--- src/rtl/arith_pkg.sv ---
// Shared arithmetic-unit types: divider FSM encoding and counter sizing helper.
package arith_pkg;

  typedef enum logic [1:0] {IDLE, RUN, DONE} div_state_t;

  // Wide enough to hold the iteration count N itself.
  function automatic int cnt_width(input int n);
    return $clog2(n + 1);
  endfunction

endpackage

--- src/rtl/seq_restoring_divider_div_step.sv ---
// One restoring-division iteration: shift {A,Q} left, trial-subtract M, restore on borrow.
module div_step
  import arith_pkg::*;
#(
  parameter int N = 4
) (
  input  logic [N:0]   a,
  input  logic [N-1:0] q,
  input  logic [N-1:0] m,
  output logic [N:0]   a_next,
  output logic [N-1:0] q_next
);

  logic [N:0]   a_sh;
  logic [N-1:0] q_sh;
  logic [N:0]   diff;

  always_comb begin
    {a_sh, q_sh} = {a, q} << 1;
    diff         = a_sh - {1'b0, m};
    // diff[N] is the borrow: set means the trial subtraction went negative.
    a_next = diff[N] ? a_sh : diff;
    q_next = q_sh | {{(N-1){1'b0}}, ~diff[N]};
  end

endmodule

--- src/rtl/seq_restoring_divider.sv ---
// N-bit unsigned sequential restoring divider, one quotient bit per clock, start/done handshake.
module seq_restoring_divider
  import arith_pkg::*;
#(
  parameter int N = 4
) (
  input  logic         clock,
  input  logic         reset,
  input  logic         start,
  input  logic [N-1:0] dividend,
  input  logic [N-1:0] divisor,
  output logic         busy,
  output logic         done,
  output logic [N-1:0] quotient,
  output logic [N-1:0] remainder,
  output logic         div_by_zero
);

  localparam int CW = cnt_width(N);

  div_state_t    state, state_nx;
  logic [N:0]    a_r, a_nx;
  logic [N-1:0]  q_r, q_nx;
  logic [N-1:0]  m_r;
  logic [CW-1:0] cnt;
  logic          dbz_r;
  logic          accept;
  logic          zero_div;

  assign accept   = (state == IDLE) && start;
  assign zero_div = (divisor == '0);

  div_step #(.N(N)) u_step (
    .a      (a_r),
    .q      (q_r),
    .m      (m_r),
    .a_next (a_nx),
    .q_next (q_nx)
  );

  always_ff @(posedge clock or posedge reset) begin
    if (reset) state <= IDLE;
    else       state <= state_nx;
  end

  always_comb begin
    state_nx = state;
    unique case (state)
      IDLE:    if (start) state_nx = zero_div ? DONE : RUN;
      RUN:     if (cnt == CW'(1)) state_nx = DONE;
      DONE:    state_nx = IDLE;
      default: state_nx = IDLE;
    endcase
  end

  always_comb begin
    busy        = (state != IDLE);
    done        = (state == DONE);
    quotient    = q_r;
    remainder   = a_r[N-1:0];
    div_by_zero = dbz_r;
  end

  // Divide-by-zero skips RUN and presents the conventional all-ones quotient.
  always_ff @(posedge clock or posedge reset) begin
    if (reset) begin
      a_r   <= '0;
      q_r   <= '0;
      m_r   <= '0;
      cnt   <= '0;
      dbz_r <= 1'b0;
    end else if (accept) begin
      if (zero_div) begin
        a_r   <= {1'b0, dividend};
        q_r   <= '1;
        dbz_r <= 1'b1;
      end else begin
        a_r   <= '0;
        q_r   <= dividend;
        m_r   <= divisor;
        cnt   <= CW'(N);
        dbz_r <= 1'b0;
      end
    end else if (state == RUN) begin
      a_r <= a_nx;
      q_r <= q_nx;
      cnt <= cnt - CW'(1);
    end
  end

endmodule

--- config.mk ---
export PLATFORM = sky130hd
export DESIGN_NAME = seq_restoring_divider
export DESIGN_NICKNAME = d
export VERILOG_FILES = /design/src/rtl/arith_pkg.sv /design/src/rtl/seq_restoring_divider_div_step.sv /design/src/rtl/seq_restoring_divider.sv
export SDC_FILE = /design/constraint.sdc
export NUM_CORES = 1
export LEC_CHECK = 0
export ABC_AREA = 0
export CAP_MARGIN = 25
export CORE_UTILIZATION = 50
export CTS_CLUSTER_SIZE = 20
export DETAILED_ROUTE_END_ITERATION = 10
export GPL_ROUTABILITY_DRIVEN = 0
export GPL_TIMING_DRIVEN = 0
export PLACE_DENSITY = 0.85
export REMOVE_ABC_BUFFERS = 1
export SLEW_MARGIN = 20
export SYNTH_ARGS = -nofsm -noshare
export SYNTH_HDL_FRONTEND = slang
export SYNTH_SLANG_ARGS = --single-unit
--- constraint.sdc ---
create_clock -name clock -period 2.6 [get_ports clock]
set_clock_uncertainty 0.15 [all_clocks]
set_input_delay 0.52 -clock clock [delete_from_list [all_inputs] [get_ports clock]]
set_output_delay 0.52 -clock clock [all_outputs]
set_load 0.02 [all_outputs]
==> results of run 1 <==
==> power by group <==
group	switching, mW	internal [mW]	total, mW
clock network	0.0845	0.0540	0.139
registers	0.134	0.422	0.556
logic	0.717	0.690	1.41
==> layer usage <==
layer	wire length [µm]	part of all wire [%]
met1	1040	44
met2	1220	51
met3	96	4.0
met4	20	0.84
met5	0	0
==> registers in the layout, indices dropped and copies added, names as in the netlist <==
| name | cells |
|---|---|
| a_r | 4 |
| div_by_zero | 1 |
| cnt | 3 |
| m_r | 4 |
| quotient | 4 |
| state | 2 |
==> worst register-to-register path, delay by kind of cell (launching register included) <==
family	cells	cell delay, ns
buffers and inverters	1	0.07
multiplexers	1	0.34
adder cells (fa/ha/maj)	2	0.61
XOR/XNOR	1	0.26
AND/OR/NAND/NOR	1	0.18
flip-flops	1	0.38
AO/OA/AOI/OAI	2	0.44
==> cell usage after synthesis (all sizes together) <==
library cell / count
a211oi: 3
a21oi: 10
a22o: 2
a31oi: 4
and2: 1
buf: 3
clkbuf: 1
dfrtp: 18
fa: 1
ha: 6
inv: 9
mux2: 2
nand2: 21
nand2b: 4
nand3: 3
nand3b: 1
nor2: 10
nor2b: 3
nor3: 4
nor4: 1
o21ai: 3
o311a: 1
or2b: 1
xnor2: 2
xor2: 2
==> final timing paths <==
check / from / cells past startpoint / slack [ns] / to
max in group asynchronous: reset / 2 / 1.37 / a_r[1]
min reg2reg: state[1] / 1 / 0.35 / state[1]
max: quotient[3] / 8 / 0.09 / a_r[1]
min in group asynchronous: reset / 2 / 0.48 / a_r[2]
min: state[1] / 1 / 0.35 / state[1]
max reg2reg: quotient[3] / 8 / 0.09 / a_r[1]
==> area by class of cell <==
cell class | instances | area (µm²) | area share, %
sequential | 18 | 450 | 33.5
tap | 27 | 33.8 | 2.51
inverter | 9 | 33.8 | 2.51
timing repair buffer | 23 | 225 | 16.8
clock buffer | 3 | 22.5 | 1.68
multi-input combinational | 85 | 578 | 43.0
==> timing repair <==
item / CTS / global route
buffers inserted: 0 / 2
endpoints found under the setup margin: 0 / 2
gates resized for setup: 0 / 1
endpoints found under the hold margin: 0 / 0
==> cell families after synthesis <==
| family | Yosys count |
|---|---|
| flops | 18 |
| compound gates | 23 |
| fa+ha+maj | 7 |
| mux | 2 |
| buf+inv | 13 |
| simple gates | 49 |
| xor+xnor | 4 |
==> results.txt, run 1 <==
The run finished with clean final reports. Entering global routing, the biggest net connects 19 pins. The worst setup path is captured at a flip-flop. Kind of start point of the critical path: a flip-flop.

The largest individual stage delay along the critical path comes from the cell dfrtp_1. The tools report the max-slew violation count as 0. The slew of the pin with the lowest slew margin is 0.925 ns, and the chip width is 48.4 µm. The count of H-tree levels built during CTS was 1; the core area was 0.00200 mm². Data on the critical path arrives at its endpoint at 2.58 ns. The area of the mapped netlist is 0.00108 mm², and the HPWL after detailed placement is 1770 µm. Prior to clock tree synthesis, the placed netlist has a worst setup slack of 0.0812 ns. The initial antenna violation count came out at 0. Counting I/O delays and the setup requirement, the final critical path takes 2.51 ns. The count of buffers from port buffering was 21.

The fill cell instance count of the final layout was 168; the average routed wire per standard cell was 14.4 µm. After synthesis, the cell types taking the most area are dfrtp_1 42%, nand2_1 7.3%, ha_1 7.0%. The library cells used most frequently in the layout, excluding fill and tap cells, are 21 x nand2_1, 21 x clkdlybuf4s50_1, 18 x dfrtp_1. The critical path is of the reg2reg type. Post-route non-filler standard cell count: 165. The run gives 0 as the count of maximum capacitance violations. The min-delay analysis places its worst path in the category reg2reg.

Cells with a size suffix above 1 make up 11.6% of the layout. The antenna cell count was 0; the worst hold slack was 0.348 ns. The share of synthesized cell area in and, or, nand and nor gates is 22.7%. Critical path's top delay family: adder cells. The via count of the first global-routing pass is 905, and the number of buffers created by CTS is 3. After detailed placement, the total cell area comes to 0.00129 mm². The count of cell types in the netlist is 32. For this run, design rule violations remaining after detail routing come to 0.

The sum of overflow across all layers after global routing is 0. Based on the critical path, the design can be clocked at up to 398 MHz. Setup violations remaining at the end of the flow were counted as 0.

After routing, the total negative slack on setup checks comes to 0 ns. The number of placed instances, taps included, is 160. For the post-layout net count, the log shows 158. The biggest area contributor in the post-synthesis netlist is dfrtp_1.

The die covers 0.00234 mm². The synthesized netlist devotes 3.95% of its cell area to XOR and XNOR gates. For the initial standard-cell utilization of the core, the log shows 53.8%. In the synthesized netlist, mux cells make up 2.79% of the area. Global routing consumed, on the met3 layer, 1.89% of the routing resources.

In the finished design, the share of the clock period the worst path needs comes to 96.6%. After synthesis, the largest family of logic cells by area is simple AND/OR/NAND/NOR gates. Compared with the post-synthesis result, the final layout area differs by 24.9%. Overall power consumption after layout is estimated at 2.10 mW.

Walking the worst path, the cells encountered are inv_1 > ha_1 > fa_1 > nand2b_1 > a21oi_2 > xor2_4 > mux2_4 > a211oi_2. The largest single stage delay on the critical path is 0.38 ns. The share of Yosys cell area claimed by the top area cell type is 41.9%, and the global routing met1 resource utilization is 25.9%.

Summing the areas of all compound-gate instances in the mapped netlist gives 14.4% of the synthesized area. In the synthesized netlist, the number of instances is 116. The total iterations of the first detailed-routing run came out at 4. For the cell area after layout, the log shows 0.00134 mm². The largest vdd supply drop came out at 1.04 mV. Measured against its own limit, the worst slew margin works out to 38.2%.

A synthesized cell averages 9.28 µm². Clock latency at the later pin of the worst-skew pair: 0.30 ns. In this run the remaining antenna-violating nets after routing total 0. Data on the critical path is required at its endpoint by 2.66 ns. The met2 track demand over resource is 38.3%, and the post-synthesis share of cell area spent on full adders, half adders and majority gates is 8.84%. The longest clock path from root to sink contains 2 buffers. The root buffer cell is clkbuf_4. In the global route stage, overall resource usage came out at 20.7%. In this run the most used layer during global routing was met2. The clock-pin transition on the worst setup and hold timing paths was 0.10 ns. The sequential-to-total area share from yosys stat is 41.9%, and the number of standard-cell rows in the floorplan is 16. The tools report the hold buffer count at cts as 0.

The register bit count reported by yosys works out to 18. The tools report the routed wire length as 2380 µm. Dividing total power by cell area gives a power density of 1560 mW/mm².

In this run the worst path has a maximum fanout of 4. The clock drives 18 sinks. The logs give 920 for the vias after detailed routing and 0 for the total count of hold-check failures in the final report. During I/O placement, the number of pins put on the boundary was 22. The Yosys step of the flow raised 0 warnings.

The leakage power is 0.604 nW. After detailed routing, the number of vias per cell comes to 5.58. TritonCTS built the clock tree.

The die outline height is 48.4 µm, and the violation count after the first detailed-route iteration is 14. The tools report the global-route wire length before repair as 3790 µm. Cells fill 67.1% of the core in the end. The post-route worst setup slack came out at 0.0873 ns. The buffering stage count on the worst path with inverters included was 1.
No activity file was read; power rests on OpenSTA's default activity.
==> run 2, diff against run 1 <==
- CORE_MARGIN: default -> 4
- TNS_END_PERCENT: default -> 10
==> results.txt, run 2 (synthesis gave the netlist of run 1 again) <==
Critical-path cell with the highest stage delay: dfrtp_1. The area overhead of the layout relative to synthesis was 26.9%; the violation count after the first detailed-route iteration was 30 (+16). HPWL after detailed placement: 1770 µm (+0.44%). The logs give 0 (unchanged) for the antenna cell count and 3820 µm (+0.90%) for the global-route wire length before repair. The worst max-slew margin expressed relative to the limit came out at 40.4% (+2.2 points). The count of buffers from port buffering was 21 (unchanged); the power per standard cell area was 1550 mW/mm² (-0.61%).

The number of setup violations in the final report was 0 (unchanged). DRC violations left: 0 (unchanged). The run gives 158 (unchanged) as the post-layout net count. In the layout the commonest cells are 21 x nand2_1, 21 x clkdlybuf4s50_1, 18 x dfrtp_1. The die outline height is 54.4 µm (+12%), and the number of buffers created by CTS is 3 (unchanged).

The largest vdd supply drop was 0.871 mV (-17%); the required time of the worst setup path was 2.68 ns (+0.02 ns). The run gives 909 (-1.2%) as the vias after detailed routing. The remaining number of nets flagged by the antenna check after routing was 0 (unchanged). The run finished with clean final reports. Clock tree synthesis selected as its root buffer the cell clkbuf_4.

The delay of the slowest cell on the worst path is 0.40 ns (+0.02 ns). The via count of the first global-routing pass came out at 874 (-3.4%). The total iterations of the first detailed-routing run is 5 (+1). TritonCTS built the clock tree.

Area enclosed by the die boundary: 0.00296 mm² (+26%). STA classifies the critical path startpoint as a flip-flop. The max-slew violation count is 0 (unchanged). The tightest min-delay check is of the reg2reg type. The number of buffers on the longest clock path was 2 (unchanged); the overall track demand over capacity in global routing was 18.3% (-2.4 points). The count of H-tree levels built during CTS was 1 (unchanged). For the maximum operating frequency, the log shows 395 MHz (-0.71%). Traced cell by cell, the critical path runs through inv_1 > ha_1 > fa_1 > nand2b_1 > a21oi_4 > xor2_4 > mux2_4 > a211oi_2.

The sum of overflow across all layers after global routing was 0 (unchanged). The routed wire length was 2350 µm (-1.3%); the chip width was 54.4 µm (+12%). The final cycle utilization of the critical path was 97.3% (+0.70 points); the fraction of the core area covered by cells at the end of the flow was 68.2% (+1.1 points).

The leakage power was 0.613 nW (+1.4%); the TritonCTS sink count was 18 (unchanged). Average routed wire per standard cell: 14.1 µm (-1.9%). The count of maximum capacitance violations came out at 0 (unchanged). The number of standard-cell rows in the floorplan was 16 (unchanged); the initial antenna violation count was 0 (unchanged).

The core area was 0.00200 mm² (unchanged). The tools report the data arrival time at the worst-slack endpoint as 2.61 ns (+0.03 ns). The biggest fanout along the worst timing path works out to 5 (+1).

The total count of hold-check failures in the final report is 0 (unchanged), and the clock-pin transition on the worst setup and hold timing paths is 0.11 ns (about the same). The average via count per standard cell was 5.48 (-1.8%). The worst setup path is captured at a flip-flop.

The share of post-route cells with drive strength above 1 is 12.2% (+0.64 points), and the total I/O pin count is 22 (unchanged). The initial standard-cell utilization of the core is 53.8% (unchanged). The critical path is of the reg2reg type. The clock latency at the later pin of the worst-skew pair was 0.30 ns (about the same); the shortest period the worst path allows was 2.53 ns (+0.0181 ns).

The logs give 0.0692 ns (-0.0181 ns) for the post-route worst setup slack and 0.0314 ns (-0.0498 ns) for the post-placement worst setup slack. The pin count of the biggest net entering global routing was 19 (unchanged); the hold buffer count at cts was 0 (unchanged). The slew of the pin with the lowest slew margin is 0.892 ns (-0.0335 ns).
==> run 2: per-stage QoR <==
step                      hold WS [ns]  setup TNS, ns  std cells  total power, mW  cell area, µm²
final                            0.343              0        166             2.12            1370
after global routing             0.365        -0.0194        166             2.29            1370
after CTS                        0.343              0        164             2.01            1330
after detailed placement         0.320              0        160             1.84            1290
after global placement           0.312              0        160             1.77            1290
after floorplan                  0.300              0        112             1.46            1050
==> run 2: path summary, 6_finish.rpt <==
path	startpoint	end	slack, ns	depth (start not counted)
setup reg to reg	quotient[3]	a_r[1]	0.07	8
min in group asynchronous	reset	quotient[0]	0.45	2
hold / removal	div_by_zero	div_by_zero	0.34	2
setup / recovery	quotient[3]	a_r[1]	0.07	8
hold reg to reg	div_by_zero	div_by_zero	0.34	2
max in group asynchronous	reset	m_r[3]	1.43	2
==> run 2: cell type report <==
class / count / area (µm²)
Fill cell: 166 / 637
Multi-Input combinational cell: 85 / 586
Sequential cell: 18 / 450
Timing Repair Buffer: 23 / 225
Clock buffer: 4 / 36.3
Inverter: 9 / 33.8
Tap cell: 27 / 33.8
==> run 2: where the power goes <==
group	internal (mW)	switching [mW]	leakage [nW]
sequential	0.422	0.129	0.217
combinational	0.679	0.715	0.375
clock	0.0855	0.0910	0.0210
==> run 2: repair_timing <==
action / 4_1_cts / 5_1_grt
setup endpoints to repair: 0 / 2
endpoints found under the hold margin: 0 / 0
buffers inserted: 0 / 2
gates resized for setup: 0 / 2
==> run 2: metal layers <==
layer  global-route usage, %  share of wire [%]  vias to the layer above
li1                        -                  -                      437
met1                    23.4                 43                      447
met2                    31.1                 52                       19
met3                    1.91                3.5                        6
met4                    8.30                1.5                        0
met5                       0                  0                        -
==> run 2: critical path: cells and delay by family (launching register included) <==
| kind | cells | cell delay, ns |
|---|---|---|
| AOI/OAI and AO/OA | 2 | 0.40 |
| xor gates and xnor gates | 1 | 0.25 |
| adders and majority gates | 2 | 0.62 |
| buffers and inverters | 1 | 0.07 |
| DFF | 1 | 0.40 |
| muxes | 1 | 0.33 |
| and+or+nand+nor | 1 | 0.22 |
==> run 3, diff against run 2 <==
- clock period: 2.6 -> 2.9 ns (I/O delays scaled with it)
==> results.txt, run 3 (synthesis gave the netlist of run 1 again) <==
The chip width works out to 54.4 µm (unchanged). The number of setup violations in the final report came out at 0 (unchanged). The via count of the first global-routing pass was 874 (unchanged).

The run finished with clean final reports. The number of cells in the design after placement was 160 (unchanged). The logs give 2.66 ns (+0.05 ns) for the data arrival time at the worst-slack endpoint and 0 (unchanged) for the DRC violations left. The cell sitting at the root of the clock tree is a clkbuf_4.

TritonCTS built the clock tree. The internal portion of total power came out at 1.00 mW (-16%). The worst setup path is launched from a flip-flop.

The total I/O pin count came out at 22 (unchanged). The run gives 156 (-1.3%) as the post-layout net count. The total count of hold-check failures in the final report was 0 (unchanged). The post-route non-filler standard cell count came out at 164 (-1.2%). The post-placement worst setup slack was 0.331 ns (+0.300 ns); the routed wire length was 2280 µm (-2.7%).

The tools report the clock latency at the later pin of the worst-skew pair as 0.30 ns (about the same). The category of the critical setup timing path is reg2reg. The tools report the vias after detailed routing as 897 (-1.3%).

Average routed wire per standard cell: 13.9 µm (-1.5%). The core area was 0.00200 mm² (unchanged); the number of gates resized after cts was 0 (unchanged). Setup repair after global routing left no endpoint under its margin.

Number of buffers on the longest clock path: 2 (unchanged). The remaining number of nets flagged by the antenna check after routing came out at 0 (unchanged). For the area enclosed by the die boundary, the log shows 0.00296 mm² (unchanged).

The hold buffer count at cts came out at 0 (unchanged). The tightest min-delay check is of the reg2reg type. The clock network fraction of total power is 8.9% (+0.6 points). The maximum operating frequency was 387 MHz (-2.0%); the instance area after placement was 0.00129 mm² (unchanged). The tools report the count of H-tree levels built during CTS as 1 (unchanged).

The TritonCTS sink count was 18 (unchanged). Antenna cell count: 0 (unchanged). The max-slew violation count is 0 (unchanged), and the largest vdd supply drop is 0.772 mV (-11%). The shortest period the worst path allows was 2.58 ns (+0.0526 ns); the power consumption was 1.80 mW (-15%).

The tools report the leakage power as 0.600 nW (-2.1%). The accumulated negative setup slack was 0 ns (unchanged). The library cells used most frequently in the layout, excluding fill and tap cells, are 21 x nand2_1, 21 x clkdlybuf4s50_1, 18 x dfrtp_1. The number of buffers created by CTS is 3 (unchanged), and the initial antenna violation count is 0 (unchanged). The run gives 63.9% (-1.8 points) as the part of the total power dissipated in combinational logic.

The tools report the global-route wire length before repair as 3820 µm (unchanged). The pin count of the biggest net entering global routing was 19 (unchanged). For the required time of the worst setup path, the log shows 2.97 ns (+0.29 ns). The count of maximum capacitance violations is 0 (unchanged).

The HPWL after detailed placement came out at 1770 µm (unchanged). Average via count per standard cell: 5.47 (-0.12%). The slew of the pin with the lowest slew margin was 0.897 ns (+0.00498 ns).

The count of buffers from port buffering is 21 (unchanged), and the cell area after layout is 0.00133 mm² (-2.5%). The worst hold slack was 0.343 ns (-0.000509 ns); the sequential share of power was 27.2% (+1.2 points). The run gives 0 (unchanged) as the sum of overflow across all layers after global routing. For the net switching power, the log shows 0.795 mW (-15%). The fraction of the core area covered by cells at the end of the flow is 66.5% (-1.7 points). The power per standard cell area was 1350 mW/mm² (-13%); the final cycle utilization of the critical path was 89.1% (-8.3 points). The clock-pin transition on the worst setup and hold timing paths was 0.11 ns (about the same). The share of post-route cells with drive strength above 1 was 10.9% (-1.3 points); the overall track demand over capacity in global routing was 18.3% (unchanged). The biggest fanout along the worst timing path came out at 6 (+1). The post-route worst setup slack was 0.317 ns (+0.247 ns). The initial standard-cell utilization of the core is 53.8% (unchanged). Buffer count from post-CTS setup fixing: 0 (unchanged). The worst max-slew margin expressed relative to the limit was 40.1% (-0.33 points); the number of standard-cell rows in the floorplan was 16 (unchanged). Compared with the post-synthesis result, the final layout area differs by 23.7%. The fill cell instance count of the final layout is 173 (+4.2%).

The total iterations of the first detailed-routing run came out at 6 (+1). The type of element capturing the critical path was a flip-flop. The switching power share of the total came out at 44.2% (+0.17 points). The violation count after the first detailed-route iteration is 14 (-53%), and the die outline height is 54.4 µm (unchanged).
run 3: cell count changes in the layout (fill, tap and decap cells not counted), sizes merged:
cell / previous run / this run
buf: 2 / 0
run 3: per-layer routing:
metal | GRT usage, % | part of all wire [%]
met1 | 23.4 | 44
met2 | 31.1 | 51
met3 | 1.91 | 3.3
met4 | 8.30 | 1.6
met5 | 0 | 0
run 3: power groups by stage:
| stage | registers (mW) | clock network, mW | logic, mW |
|---|---|---|---|
| 3_3_place_gp | 0.485 | 0 | 1.10 |
| 4_1_cts | 0.488 | 0.157 | 1.16 |
| 6_report | 0.488 | 0.160 | 1.15 |
| 2_1_floorplan | 0.546 | 0 | 0.760 |
| 3_5_place_dp | 0.492 | 0 | 1.15 |
| 5_1_grt | 0.510 | 0.169 | 1.27 |
run 3: final timing paths:
check | slack [ns] | cells after the start | startpoint | to
max | 0.32 | 8 | quotient[3] | a_r[1]
min in group asynchronous | 0.51 | 2 | reset | a_r[1]
max reg2reg | 0.32 | 8 | quotient[3] | a_r[1]
min reg2reg | 0.34 | 2 | div_by_zero | div_by_zero
max in group asynchronous | 1.67 | 2 | reset | m_r[3]
min | 0.34 | 2 | div_by_zero | div_by_zero
run 3: layout make-up:
type                            count  area (µm²)  area share (%)
Multi-Input combinational cell     85         567            42.6
Timing Repair Buffer               21         210            15.8
Tap cell                           27        33.8            2.54
Sequential cell                    18         450            33.8
Inverter                            9        33.8            2.54
Clock buffer                        4        36.3            2.73
run 3: worst max-delay path: stages (launching register included):
cell,delay [ns]
dfrtp_1,0.40
inv_1,0.08
ha_1,0.23
fa_1,0.39
nand2b_1,0.18
a21oi_2,0.18
xor2_2,0.34
mux2_4,0.34
a211oi_2,0.21
==> RTL edit (settings of run 1) <==
Register the input `dividend` before use. The logic sees it one clock later. The other inputs are not delayed to match.
--- a/src/rtl/seq_restoring_divider.sv
+++ b/src/rtl/seq_restoring_divider.sv
@@ -17,6 +17,12 @@
 );
 
   localparam int CW = cnt_width(N);
+
+  logic [N-1:0] dividend_q;
+
+  always_ff @(posedge clock) begin
+    dividend_q <= dividend;
+  end
 
   div_state_t    state, state_nx;
   logic [N:0]    a_r, a_nx;
@@ -71,12 +77,12 @@
       dbz_r <= 1'b0;
     end else if (accept) begin
       if (zero_div) begin
-        a_r   <= {1'b0, dividend};
+        a_r   <= {1'b0, dividend_q};
         q_r   <= '1;
         dbz_r <= 1'b1;
       end else begin
         a_r   <= '0;
-        q_r   <= dividend;
+        q_r   <= dividend_q;
         m_r   <= divisor;
         cnt   <= CW'(N);
         dbz_r <= 1'b0;
Check against the original RTL: not equivalent (Yosys sat finds a counterexample within 4 cycles, from zero or initial values and one cycle with reset high).
==> RTL edit against run 1 <==
- sequential share of layout area increased by 4.3 points
- sequential cell count rose by 4
- via count increased by 7.3%
- total power down 4.2%
- final area increased by 4.5%
- hold slack lost 4.4 ps
- count of clock-buffer cells in the layout increased by 1
- critical path depth stayed put
- synthesized area grew 7.6%
- worst setup slack better by 170 ps
- final cell count grew 4.2%
- routed wire length rose by 1.2%
- critical endpoint is now a_r[3]$_DFFE_PP0P_
- largest cell class unchanged
- largest power group unchanged
- highest routed layer unchanged
==> RTL edit: results (changes against run 1) <==
* Post-Syn Area per Cell at 9.41 um2 (was 9.28 um2)
* Peak supply drop at 0.762 mV (was 1.04 mV)
* Fin nets at 163 (was 158)
* Via density at 5.74 (was 5.58)
* Top post-synthesis cells by count: dfrtp_1, nand2_1, a21oi_1, nor2_1, inv_1 (was nand2_1, dfrtp_1, a21oi_1, inv_1, nor2_1)
* # clk buffers at 4 (was 3)
* Signal buffers at 21 (was 23)
* Vias in the first global route at 862 (was 905)
* Number of fill cells at 186 (was 168)
* DP Worst Slack at 282 ps (was 81.2 ps)
* Clock network area share at 0.0187 (was 0.0168)
* Syn Inst Count at 123 (was 116)
* Top cells by area, synth: dfrtp_1, dfxtp_1, ha_1, a21oi_1, nand2_1 (was dfrtp_1, nand2_1, ha_1, a21oi_1, inv_1)
* FF-to-FF setup slack at 260 ps (was 90 ps)
* Arr. time, crit path at 2340 ps (was 2580 ps)
* Crit Path Max Fanout at 5 (was 4)
* DRT iter0 DRCs at 20 (was 14)
* Post-synth ARST share at 0.818 (was 1.00)
* Psw at 916 uW (was 935 uW)
* Outcome: completed (unchanged)
* Crit path largest cell delay at 420 ps (was 380 ps)
* Placed cells at 168 (was 160)
* Leakage power at 0.000616 uW (was 0.000604 uW)
* Tot GR Track Use at 0.213 (was 0.207)
* Critical path destination: a_r[3]$_DFFE_PP0P_ (was a_r[1]$_DFFE_PP0P_)
* Worst-Margin Slew at 871 ps (was 925 ps)
* Multi-input combinational area share at 0.405 (was 0.430)
* Final non-clock buffer share at 0.150 (was 0.168)
* Number of distinct library cells after synthesis at 33 (was 32)
* Seq/Total Area, Yosys at 0.458 (was 0.419)
* Seq cells post-synth at 22 (was 18)
* Layout cell share with drive strength beyond 1 at 0.0417 (was 0.116)
* Multi-input comb cells at 88 (was 85)
RTL edit: layer usage:
metal  part of all wire  vias to the layer above  global-route usage
li1                   -                      477                   -
met1               0.44                      476               0.296
met2               0.51                       30               0.344
met3              0.037                        4              0.0185
met4              0.010                        0              0.0714
met5                  0                        -                   0
RTL edit: logic make-up after synthesis:
family	Yosys count	synth area share
adder cells (fa/ha/maj)	7	0.0822
XOR/XNOR	4	0.0303
AO/OA/AOI/OAI	37	0.201
multiplexers	1	0.00865
AND/OR/NAND/NOR	39	0.169
flip-flops	22	0.458
buffers and inverters	13	0.0508
RTL edit: power by group through the flow:
stage	sequential (uW)	clock, uW	combinational (uW)
2_1_floorplan	677	0	806
3_3_place_gp	619	0	1190
3_5_place_dp	630	0	1230
4_1_cts	622	156	1240
5_1_grt	644	168	1390
6_report	622	152	1240
RTL edit: worst min path at each step:
stage,start,depth (start not counted),to,slack [ps]
6_report,dividend_q[2]$_DFF_P_,2,quotient[2]$_DFFE_PP0P_,340
5_1_grt,dividend_q[0]$_DFF_P_,1,quotient[0]$_DFFE_PP0P_,370
4_1_cts,dividend_q[2]$_DFF_P_,2,quotient[2]$_DFFE_PP0P_,350
3_5_place_dp,dividend_q[0]$_DFF_P_,1,quotient[0]$_DFFE_PP0P_,320
3_3_place_gp,dividend_q[0]$_DFF_P_,1,quotient[0]$_DFFE_PP0P_,310
2_1_floorplan,dividend_q[0]$_DFF_P_,1,quotient[0]$_DFFE_PP0P_,300
RTL edit: per-stage QoR:
step            util  power (uW)
3_5_place_dp   0.629        1860
5_1_grt        0.641        2200
6_report       0.641        2010
3_3_place_gp   0.629        1800
4_1_cts        0.641        2020
2_1_floorplan      -        1480
